--- src/rtl/seg_scan_pkg.sv ---
// Shared constants for the seven-segment scan receiver: glyph masks, widths,
// FSM states and the anode-select decoder.
package seg_scan_pkg;

  localparam int DIGITS = 4;
  localparam int SEG_W  = 7;
  localparam int CODE_W = 4;

  // Lit-segment masks (active-high), bit 0 = a ... bit 6 = g
  localparam logic [SEG_W-1:0] GLYPH_0 = 7'h3F;
  localparam logic [SEG_W-1:0] GLYPH_1 = 7'h06;
  localparam logic [SEG_W-1:0] GLYPH_2 = 7'h5B;
  localparam logic [SEG_W-1:0] GLYPH_3 = 7'h4F;
  localparam logic [SEG_W-1:0] GLYPH_4 = 7'h66;
  localparam logic [SEG_W-1:0] GLYPH_5 = 7'h6D;
  localparam logic [SEG_W-1:0] GLYPH_6 = 7'h7D;
  localparam logic [SEG_W-1:0] GLYPH_7 = 7'h07;
  localparam logic [SEG_W-1:0] GLYPH_8 = 7'h7F;
  localparam logic [SEG_W-1:0] GLYPH_9 = 7'h6F;
  localparam logic [SEG_W-1:0] GLYPH_A = 7'h77;
  localparam logic [SEG_W-1:0] GLYPH_B = 7'h7C;
  localparam logic [SEG_W-1:0] GLYPH_C = 7'h39;
  localparam logic [SEG_W-1:0] GLYPH_D = 7'h5E;
  localparam logic [SEG_W-1:0] GLYPH_E = 7'h79;
  localparam logic [SEG_W-1:0] GLYPH_F = 7'h71;

  typedef enum logic [1:0] {
    SYNC_WAIT,
    CAPTURE,
    PUBLISH
  } scan_state_t;

  // Returns {valid, index}; only a single low anode bit selects a digit
  function automatic logic [2:0] anode_select(input logic [DIGITS-1:0] anode);
    logic [2:0] result;
    case (anode)
      4'b1110: result = 3'b100;
      4'b1101: result = 3'b101;
      4'b1011: result = 3'b110;
      4'b0111: result = 3'b111;
      default: result = 3'b000;
    endcase
    return result;
  endfunction

endpackage

--- src/rtl/seg_glyph_decode.sv ---
// Combinational decode of an active-low seven-segment pattern into a hex code
// plus a flag saying whether the pattern was a recognised glyph.
module seg_glyph_decode
  import seg_scan_pkg::*;
(
  input  logic [SEG_W-1:0]  pattern,
  output logic              valid,
  output logic [CODE_W-1:0] code
);

  logic [SEG_W-1:0] lit;

  assign lit = ~pattern;

  always_comb begin
    valid = 1'b1;
    code  = 4'h0;
    case (lit)
      GLYPH_0: code = 4'h0;
      GLYPH_1: code = 4'h1;
      GLYPH_2: code = 4'h2;
      GLYPH_3: code = 4'h3;
      GLYPH_4: code = 4'h4;
      GLYPH_5: code = 4'h5;
      GLYPH_6: code = 4'h6;
      GLYPH_7: code = 4'h7;
      GLYPH_8: code = 4'h8;
      GLYPH_9: code = 4'h9;
      GLYPH_A: code = 4'hA;
      GLYPH_B: code = 4'hB;
      GLYPH_C: code = 4'hC;
      GLYPH_D: code = 4'hD;
      GLYPH_E: code = 4'hE;
      GLYPH_F: code = 4'hF;
      default: valid = 1'b0;
    endcase
  end

endmodule

--- src/rtl/seg_scan_decoder.sv ---
// Receives a multiplexed 4-digit seven-segment bus, qualifies digits by
// stability and publishes complete frames. Define SEG_SCAN_RAW_EN for raw output.
module seg_scan_decoder
  import seg_scan_pkg::*;
#(
  parameter int STABLE_CYCLES  = 4,
  parameter int TIMEOUT_CYCLES = 500000
) (
  input  logic                     clk_100MHz,
  input  logic                     rst,
  input  logic [SEG_W-1:0]         segments_in,
  input  logic [DIGITS-1:0]        anode_in,
  output logic [CODE_W*DIGITS-1:0] digit_code,
  output logic [DIGITS-1:0]        digit_valid,
  output logic                     frame_valid,
  output logic                     link_lost
`ifdef SEG_SCAN_RAW_EN
  ,
  output logic [SEG_W*DIGITS-1:0]  seg_raw_flat
`endif
);

  localparam int BUS_W = DIGITS + SEG_W;
  localparam int TW    = $clog2(TIMEOUT_CYCLES + 1);
  localparam logic [7:0]    STABLE_MAX  = 8'(STABLE_CYCLES);
  localparam logic [TW-1:0] TIMEOUT_MAX = TW'(TIMEOUT_CYCLES);

  logic [BUS_W-1:0]         bus_meta, bus_sync, bus_prev;
  logic [DIGITS-1:0]        anode_s;
  logic [SEG_W-1:0]         seg_s;
  logic [2:0]               sel;
  logic                     sel_valid;
  logic [1:0]               sel_idx;
  logic [7:0]               stab_cnt, stab_run;
  logic                     accept;
  logic                     glyph_valid;
  logic [CODE_W-1:0]        glyph_code;
  logic [TW-1:0]            tcnt, tcnt_next;
  logic [DIGITS-1:0]        mask, mask_next, accept_bit;
  logic [CODE_W*DIGITS-1:0] shadow_code, code_next;
  logic [DIGITS-1:0]        shadow_valid, valid_next;
  logic                     publish_load;
  scan_state_t              state, state_next;

  always_ff @(posedge clk_100MHz) begin
    if (rst) begin
      bus_meta <= '1;
      bus_sync <= '1;
      bus_prev <= '1;
    end else begin
      bus_meta <= {anode_in, segments_in};
      bus_sync <= bus_meta;
      bus_prev <= bus_sync;
    end
  end

  assign anode_s   = bus_sync[BUS_W-1:SEG_W];
  assign seg_s     = bus_sync[SEG_W-1:0];
  assign sel       = anode_select(anode_s);
  assign sel_valid = sel[2];
  assign sel_idx   = sel[1:0];

  // Run length of the current sample; saturation makes a held digit accept once
  always_comb begin
    stab_run = '0;
    if (sel_valid) begin
      if (bus_sync != bus_prev)
        stab_run = 8'd1;
      else if (stab_cnt == STABLE_MAX)
        stab_run = STABLE_MAX;
      else
        stab_run = stab_cnt + 8'd1;
    end
  end

  assign accept     = sel_valid && (stab_run == STABLE_MAX) && (stab_cnt != STABLE_MAX);
  assign accept_bit = accept ? (DIGITS'(1) << sel_idx) : '0;

  seg_glyph_decode u_decode (
    .pattern (seg_s),
    .valid   (glyph_valid),
    .code    (glyph_code)
  );

  always_comb begin
    code_next  = shadow_code;
    valid_next = shadow_valid;
    if (accept) begin
      code_next[int'(sel_idx)*CODE_W +: CODE_W] = glyph_code;
      valid_next[sel_idx]                       = glyph_valid;
    end
  end

  always_comb begin
    tcnt_next = tcnt;
    if (accept)
      tcnt_next = '0;
    else if (tcnt != TIMEOUT_MAX)
      tcnt_next = tcnt + TW'(1);
  end

  always_comb begin
    state_next = state;
    mask_next  = mask;
    case (state)
      SYNC_WAIT: begin
        mask_next = accept_bit;
        if (accept)
          state_next = CAPTURE;
      end
      CAPTURE: begin
        mask_next = mask | accept_bit;
        if (mask_next == '1) begin
          state_next = PUBLISH;
        end else if (tcnt_next == TIMEOUT_MAX) begin
          state_next = SYNC_WAIT;
          mask_next  = '0;
        end
      end
      PUBLISH: begin
        mask_next  = accept_bit;
        state_next = CAPTURE;
      end
      default: begin
        state_next = SYNC_WAIT;
        mask_next  = '0;
      end
    endcase
  end

  // Outputs load on the edge entering PUBLISH so they appear with frame_valid
  assign publish_load = (state == CAPTURE) && (state_next == PUBLISH);

  always_ff @(posedge clk_100MHz) begin
    if (rst) begin
      state        <= SYNC_WAIT;
      stab_cnt     <= '0;
      tcnt         <= '0;
      mask         <= '0;
      shadow_code  <= '0;
      shadow_valid <= '0;
      digit_code   <= '0;
      digit_valid  <= '0;
    end else begin
      state        <= state_next;
      stab_cnt     <= stab_run;
      tcnt         <= tcnt_next;
      mask         <= mask_next;
      shadow_code  <= code_next;
      shadow_valid <= valid_next;
      if (publish_load) begin
        digit_code  <= code_next;
        digit_valid <= valid_next;
      end
    end
  end

`ifdef SEG_SCAN_RAW_EN
  logic [SEG_W*DIGITS-1:0] shadow_raw, raw_next;

  always_comb begin
    raw_next = shadow_raw;
    if (accept)
      raw_next[int'(sel_idx)*SEG_W +: SEG_W] = seg_s;
  end

  always_ff @(posedge clk_100MHz) begin
    if (rst) begin
      shadow_raw   <= '0;
      seg_raw_flat <= '1;
    end else begin
      shadow_raw <= raw_next;
      if (publish_load)
        seg_raw_flat <= raw_next;
    end
  end
`endif

  assign frame_valid = (state == PUBLISH);
  assign link_lost   = (state == SYNC_WAIT);

endmodule

--- config.mk ---
export PLATFORM = sky130hd
export DESIGN_NAME = seg_scan_decoder
export DESIGN_NICKNAME = d
export VERILOG_FILES = /design/src/rtl/seg_scan_pkg.sv /design/src/rtl/seg_glyph_decode.sv /design/src/rtl/seg_scan_decoder.sv
export SDC_FILE = /design/constraint.sdc
export NUM_CORES = 1
export LEC_CHECK = 0
export BUFFER_PORTS_ARGS = -buffer_cell sky130_fd_sc_hd__buf_4
export CAP_MARGIN = 20
export CORE_ASPECT_RATIO = 0.5
export CORE_MARGIN = 1.5
export CORE_UTILIZATION = 62
export CTS_BUF_LIST = sky130_fd_sc_hd__clkbuf_4
export CTS_CLUSTER_DIAMETER = 80
export DETAILED_ROUTE_END_ITERATION = 6
export HOLD_SLACK_MARGIN = 0.12
export PLACE_DENSITY = 0.86
export SETUP_SLACK_MARGIN = 0.2
export SLEW_MARGIN = 20
export SYNTH_ARGS = -nofsm -noshare
export SYNTH_HDL_FRONTEND = slang
export SYNTH_SLANG_ARGS = --single-unit
--- constraint.sdc ---
create_clock -name clk_100MHz -period 3.9 [get_ports clk_100MHz]
set_clock_uncertainty 0.15 [all_clocks]
set_input_delay 0.585 -clock clk_100MHz [delete_from_list [all_inputs] [get_ports clk_100MHz]]
set_output_delay 0.585 -clock clk_100MHz [all_outputs]
set_load 0.02 [all_outputs]
### Yosys cells after proc, flatten, opt, wreduce, memory -nomap -nowiden

Index checks and enable logic that the tools add are counted.

* shift operators: 3
* eq/ne operators: 30
* add/sub/neg operators: 3
* $lt $le $gt $ge: 2
* bitwise operators: 2
* muxes and demuxes: 22
* reductions and logical operators: 7

Operators by type and width (count)
* equality test 7 bit, second input constant: 12
* case mux 4 bit (15 select lines): 1
* 2-to-1 mux 19 bit: 2
* negator 4 -> 33 bit: 1
* variable shift 4 x 33 -> 16 bit, first input constant: 1
* variable part select 4 x 33 -> 16 bit: 1
* 2-to-1 mux 8 bit: 3
* adder 19 x 1 -> 19 bit, second input constant: 1
* equality test 19 bit, second input constant: 1
* != test 19 bit, second input constant: 1
* bitwise mux 16 bit: 1
* equality test 4 bit, second input constant: 4
* equality test 8 x 3 -> 1 bit, second input constant: 2
* 2-to-1 mux 16 bit: 1
* 2-to-1 mux 4 bit: 4
* OR reduction 16 bit: 1
* equality test 7 x 3 -> 1 bit, second input constant: 2
* equality test 7 x 6 -> 1 bit, second input constant: 2
* case mux 3 bit (4 select lines): 1
* != test 11 bit: 1
* adder 8 x 1 -> 8 bit, second input constant: 1
* != test 8 x 3 -> 1 bit, second input constant: 1
* case mux 4 bit (2 select lines): 1
* inverter 7 bit: 1
* 15 further kinds: 22

* register bits: 106
* output and inout port bits: 22

### Logic depth before layout (Yosys ltp)

* depth after elaboration: 14
* depth in mapped cells: 11
* mapped depth without buffers: 9

### Cells and area by module

From an unflattened synthesis, not the netlist that was laid out.

* cell total of the unflattened synthesis: 546
* area total of the unflattened synthesis: 5098.6 µm²

By module, submodules not included
* seg_scan_decoder: sequential area each 2122.0 µm², area each 4695.8 µm², cells an instance 487, times used 1
* seg_glyph_decode: sequential area each 0.0 µm², area each 402.9 µm², cells an instance 59, times used 1

### Worst setup path after synthesis

OpenSTA, ideal clock, no wires.

* kind: register to register
* start: reg stab_cnt[0]
* end: reg digit_code[0]
* arrival time: 2.801 ns
* cell stages (with the launch flop): 11
* setup slack: 0.827 ns
* required time: 3.629 ns
* period minus slack after synthesis: 3.073 ns
* library setup time: 0.121 ns
* path buffers: 2
* path through: dfxtp_1 > inv_1 > ha_1 > and4b_1 > or4b_1 > buf_6 > nor4_4 > o22a_4 > nand3_4 > buf_6 > mux2_4

* word-level cells in the longest chain between the ends: 14
* elaborated cells on any way between the ends: 21

Ends and longest elaborated chain
* start, declared: line seg_scan_decoder.sv:34 `logic [7:0] stab_cnt, stab_run;`
* start signal, assigned: line seg_scan_decoder.sv:146 `stab_cnt <= stab_run;`
* adder 8 x 1 -> 8 bit / equality test 8 x 3 -> 1 bit (equally long branches): line seg_scan_decoder.sv:72, seg_scan_decoder.sv:69
* 2-to-1 mux 8 bit: line seg_scan_decoder.sv:69 `else if (stab_cnt == STABLE_MAX)`
* 2-to-1 mux 8 bit: line seg_scan_decoder.sv:67 `if (bus_sync != bus_prev)`
* 2-to-1 mux 8 bit: line seg_scan_decoder.sv:66 `if (sel_valid) begin`
* equality test 8 x 3 -> 1 bit: line seg_scan_decoder.sv:76 `assign accept = sel_valid && (stab_run == STABLE_MAX) && (stab_cnt != STABLE_MAX);`
* logical AND 1 bit: line seg_scan_decoder.sv:76
* logical AND 1 bit *: line seg_scan_decoder.sv:76
* 2-to-1 mux 19 bit / 2-to-1 mux 4 bit (equally long branches): line seg_scan_decoder.sv:96, seg_scan_decoder.sv:77
* equality test 19 bit / OR 4 bit (equally long branches): line seg_scan_decoder.sv:115, seg_scan_decoder.sv:112
* 2-to-1 mux 2 bit / equality test 4 bit (equally long branches): line seg_scan_decoder.sv:115, seg_scan_decoder.sv:113
* 2-to-1 mux 2 bit: line seg_scan_decoder.sv:113 `if (mask_next == '1) begin`
* case mux 2 bit (3 select lines): line seg_scan_decoder.sv:105 `case (state)`
* equality test 2 bit: line seg_scan_decoder.sv:132 `assign publish_load = (state == CAPTURE) && (state_next == PUBLISH);`
* logical AND 1 bit: line seg_scan_decoder.sv:132
* end signal, assigned: line seg_scan_decoder.sv:152 `digit_code <= code_next;`
* end, declared: line seg_scan_decoder.sv:13 `output logic [CODE_W*DIGITS-1:0] digit_code,`

Every way passes the cells marked *; elsewhere a longest branch is shown, timed or not.
A chain may end at the register's enable or synchronous reset.

### Final worst setup path

* start: reg stab_cnt[0]
* end: reg mask[1]

* word-level cells in the longest chain between the ends: 12
* elaborated cells on any way between the ends: 17

Ends and longest elaborated chain
* adder 8 x 1 -> 8 bit / equality test 8 x 3 -> 1 bit (equally long branches): line seg_scan_decoder.sv:72, seg_scan_decoder.sv:69
* 2-to-1 mux 8 bit: line seg_scan_decoder.sv:69
* 2-to-1 mux 8 bit: line seg_scan_decoder.sv:67
* 2-to-1 mux 8 bit: line seg_scan_decoder.sv:66
* equality test 8 x 3 -> 1 bit: line seg_scan_decoder.sv:76
* logical AND 1 bit: line seg_scan_decoder.sv:76
* logical AND 1 bit *: line seg_scan_decoder.sv:76
* 2-to-1 mux 19 bit / 2-to-1 mux 4 bit (equally long branches): line seg_scan_decoder.sv:96, seg_scan_decoder.sv:77
* equality test 19 bit / OR 4 bit (equally long branches): line seg_scan_decoder.sv:115, seg_scan_decoder.sv:112
* 2-to-1 mux 4 bit / equality test 4 bit (equally long branches): line seg_scan_decoder.sv:115, seg_scan_decoder.sv:113
* 2-to-1 mux 4 bit: line seg_scan_decoder.sv:113
* case mux 4 bit (2 select lines) *: line seg_scan_decoder.sv:105
* end signal, assigned: line seg_scan_decoder.sv:148 `mask <= mask_next;`
* end, declared: line seg_scan_decoder.sv:39 `logic [DIGITS-1:0] mask, mask_next, accept_bit;`

Marks and branches as above.

==> results.py <==
metrics = {
    "detailed_routing": {
        "drt_wl_total_mm": 9.89,
        "wl_per_cell_um": 14.8,
        "routed_via_density": 5.68,
        "drtIter0Drc": 268,
        "drcViolationCount": 0,
        "first_pass_iters": 5,
        "vias": 3803,
        "postRouteAntennaNets": 0,
    },
    "cts": {
        "cts.repair.resized": 0,
        "cts_buffer_depth": 2,
        "numClockSinks": 106,
        "htreeDepth": 3,
        "cts_buffers": 9,
        "ctsRootBufferMaster": "clkbuf_4",
        "insertion_delay_ps": 480,
        "path_clk_slew_ps": 160,
        "tritoncts": "built",
    },
    "place": {
        "dp_hpwl_mm": 6.54,
        "dp_cells": 646,
        "gp_congestion": 0.865,
        "io_buffer_count": 34,
    },
    "synth": {
        "ys_ff_latch": 106,
        "avgSynthCellArea_sq_um": 9.48,
        "synth-main-ff-cell": "dfxtp_1",
        "ys_warn_count": 0,
        "syn_inst": 527,
        "seq_area_frac_synth_pct": 42.5,
        "yosys.cell_types.count": 59,
        "synth_edf_count": 0,
        "synthArstFlopShare_pct": 0,
        "syn-num-nets": 548,
        "synth_area_sq_um": 5000,
    },
    "sta": {
        "finalSetupTns_ps": 0,
        "finalMaxSlewViolations": 0,
        "fin_crit_sh_pct": 90.1,
        "layout_min_cycle_time_ps": 3510,
        "slew_headroom_pct": 32.5,
        "tightest_slew_ps": 1010,
        "setup_violations": 0,
        "hold_viol_final": 0,
        "max_freq_ghz": 0.285,
        "rsz0062_at_grt": "no",
        "whs_ps": 148,
    },
    "cells_and_area": {
        "antenna_cells": 0,
        "drive_gt1_share_pct": 20.8,
        "final_cells": 670,
        "fin_nets": 578,
        "layout-area-overhead-vs-synth_pct": 10.5,
    },
    "global_route": {
        "overflow": 0,
        "grt_pass1_wl_mm": 16.3,
        "grt.total_usage_pct": 24.4,
        "grt_max_degree": 84,
        "antenna_found_initial": 0,
        "first_global_vias": 3457,
    },
    "power": {
        "pwr-share-seq_pct": 61.9,
        "report.power.total_mw": 1.81,
        "powerDensity_nw_per_um2": 328,
        "p_clk_share_pct": 32.0,
        "irDropWorstVdd_mv": 0.173,
        "switching_share_pct": 24.8,
        "power.internal_mw": 1.36,
        "p_leak_nw": 2.09,
        "p_sw_uw": 449,
        "pwr-share-comb_pct": 6.2,
    },
    "status": {
        "status": "completed",
    },
    "min_path": {
        "whs_path_depth": 2,
        "hold_end": "bus_meta[0]",
        "hp-class": "in2reg",
        "worstHoldStart": "segments_in[0]",
    },
    "setup_path": {
        "cpMaxStageDelayCell": "or4b_1",
        "reg2reg_to": "mask[1]",
        "worstPathCellList": "inv_1, ha_1, and4b_1, or4b_1, nor4_1, a21boi_0, nand2_1, a31oi_1",
        "crit_fanout": 8,
        "r2r_start": "stab_cnt[0]",
        "critical_path_class": "reg2reg",
        "crit_family": "simple AND/OR/NAND/NOR gates",
        "path_buf_inv": 1,
        "cp.arrival_ps": 3760,
        "critPathMaxStageDelay_ps": 740,
        "r2r_slack_ps": 390,
        "reg2reg_depth": 8,
        "endpoint_kind": "flop",
        "cp.required_ps": 4150,
        "start_kind": "flop",
    },
    "die": {
        "core-area_sq_um": 7570,
        "die_w_um": 130,
        "ios": 35,
        "die-area_sq_um": 8640,
        "initial_utilization_pct": 66.0,
        "std_cell_rows": 22,
        "dieHeight_um": 66.5,
    },
    "job": {
        "drv_cap": 0,
    },
}
-- per-layer routing --
metal | global-route usage [%] | routed length, um | vias to the layer above
met5 | 0 | 0 | -
met4 | 7.08 | 104 | 0
met3 | 7.39 | 670 | 18
met1 | 32.1 | 4610 | 1780
li1 | - | - | 1897
met2 | 39.1 | 4500 | 108
-- what timing repair did --
item / 4_1_cts / 5_1_grt
hold endpoints to repair: 8 / 0
hold buffers: 8 / 0
setup endpoints to repair: 0 / 0
buffers inserted: 0 / 0
-- how the worst max path moves through the flow --
stage | start | end | cells past startpoint
3_3_place_gp | stab_cnt[0] | digit_valid[3] | 8
4_1_cts | stab_cnt[0] | digit_valid[3] | 8
5_1_grt | stab_cnt[0] | mask[3] | 8
3_5_place_dp | stab_cnt[0] | digit_valid[0] | 8
2_1_floorplan | stab_cnt[0] | digit_code[0] | 10
6_report | stab_cnt[0] | mask[1] | 8
-- cell type report --
type,instances,area (sq um)
clock inverter,5,62.6
sequential,106,2120
inverter,13,48.8
clock buffer,11,82.6
multi-input combinational,380,2700
timing repair buffer,47,373
fill,560,2050
tap,108,135
-- kinds of logic after synthesis --
family	synth area share [%]
AND/OR/NAND/NOR	29.9
flip-flops	42.5
AO/OA/AOI/OAI	8.41
buffers and inverters	3.56
XOR/XNOR	6.84
multiplexers	6.84
adder cells (fa/ha/maj)	2.00
-- worst reg2reg max path, stage by stage (launching register included) --
cell and delay, ps:
dfxtp_1 510, inv_1 80, ha_1 190, and4b_1 240
or4b_1 740, nor4_1 740, a21boi_0 490, nand2_1 130
a31oi_1 170
-- synth_stat cells, types with 6 or more instances --
cell      count  area (sq um)
inv_1        13          48.8
nor3_1       13          65.1
clkbuf_1     24          90.1
nand3b_1      7          52.6
nand2b_1     17           106
nor4_1        7          43.8
nand4_1      10          62.6
dfxtp_1     106          2120
mux2i_1       6          60.1
mux2_4       15           225
or3_1         6          37.5
nor2b_1      24           150
nor2_1       42           158
or2_2        35           219
nand3_1      30           150
a21oi_1      21           105
ha_1          8           100
xor2_1       25           219
xnor2_1      14           123
o21ai_0       6          30.0
nand2_1      17          63.8
-- registers in the layout, indices dropped and copies added (netlist names), 8 cells and up --
signal and count:
tcnt 19, bus_sync 11, bus_prev 11, bus_meta 11, stab_cnt 8, digit_code 16
shadow_code 16
-- power by group through the flow --
stage | logic [mW] | clock network [mW] | registers [mW]
2_1_floorplan | 0.0858 | 0 | 1.13
3_3_place_gp | 0.100 | 0 | 1.14
3_5_place_dp | 0.103 | 0 | 1.14
4_1_cts | 0.110 | 0.589 | 1.12
5_1_grt | 0.122 | 0.628 | 1.12
6_report | 0.112 | 0.580 | 1.12
-- cells in the final DEF (no fill, tap or decap), types with 4 or more instances in the layout --
cell,count
a21o_1,5
a21oi_1,21
a31oi_1,5
a32oi_1,4
and3_1,5
and4_1,4
buf_4,39
clkbuf_4,11
dfxtp_1,106
dlygate4sd3_1,8
ha_1,8
inv_1,13
mux2_1,5
mux2_4,15
mux2i_1,6
nand2_1,17
nand2b_1,17
nand3_1,30
nand3b_1,7
nand4_1,10
nor2_1,42
nor2b_1,24
nor3_1,13
nor3b_1,4
nor4_1,7
nor4_4,4
o21ai_0,6
or2_2,35
or3_1,6
xnor2_1,14
xor2_1,25
-- metrics by stage --
stage	setup WS (ps)	instance area [sq um]	utilization, %
after floorplan	827	5000	-
after global placement	606	5300	70.0
after detailed placement	511	5300	70.0
after CTS	470	5520	72.9
after global routing	222	5520	72.9
final	387	5520	72.9
Note: power is estimated with default switching activity, not from simulation.
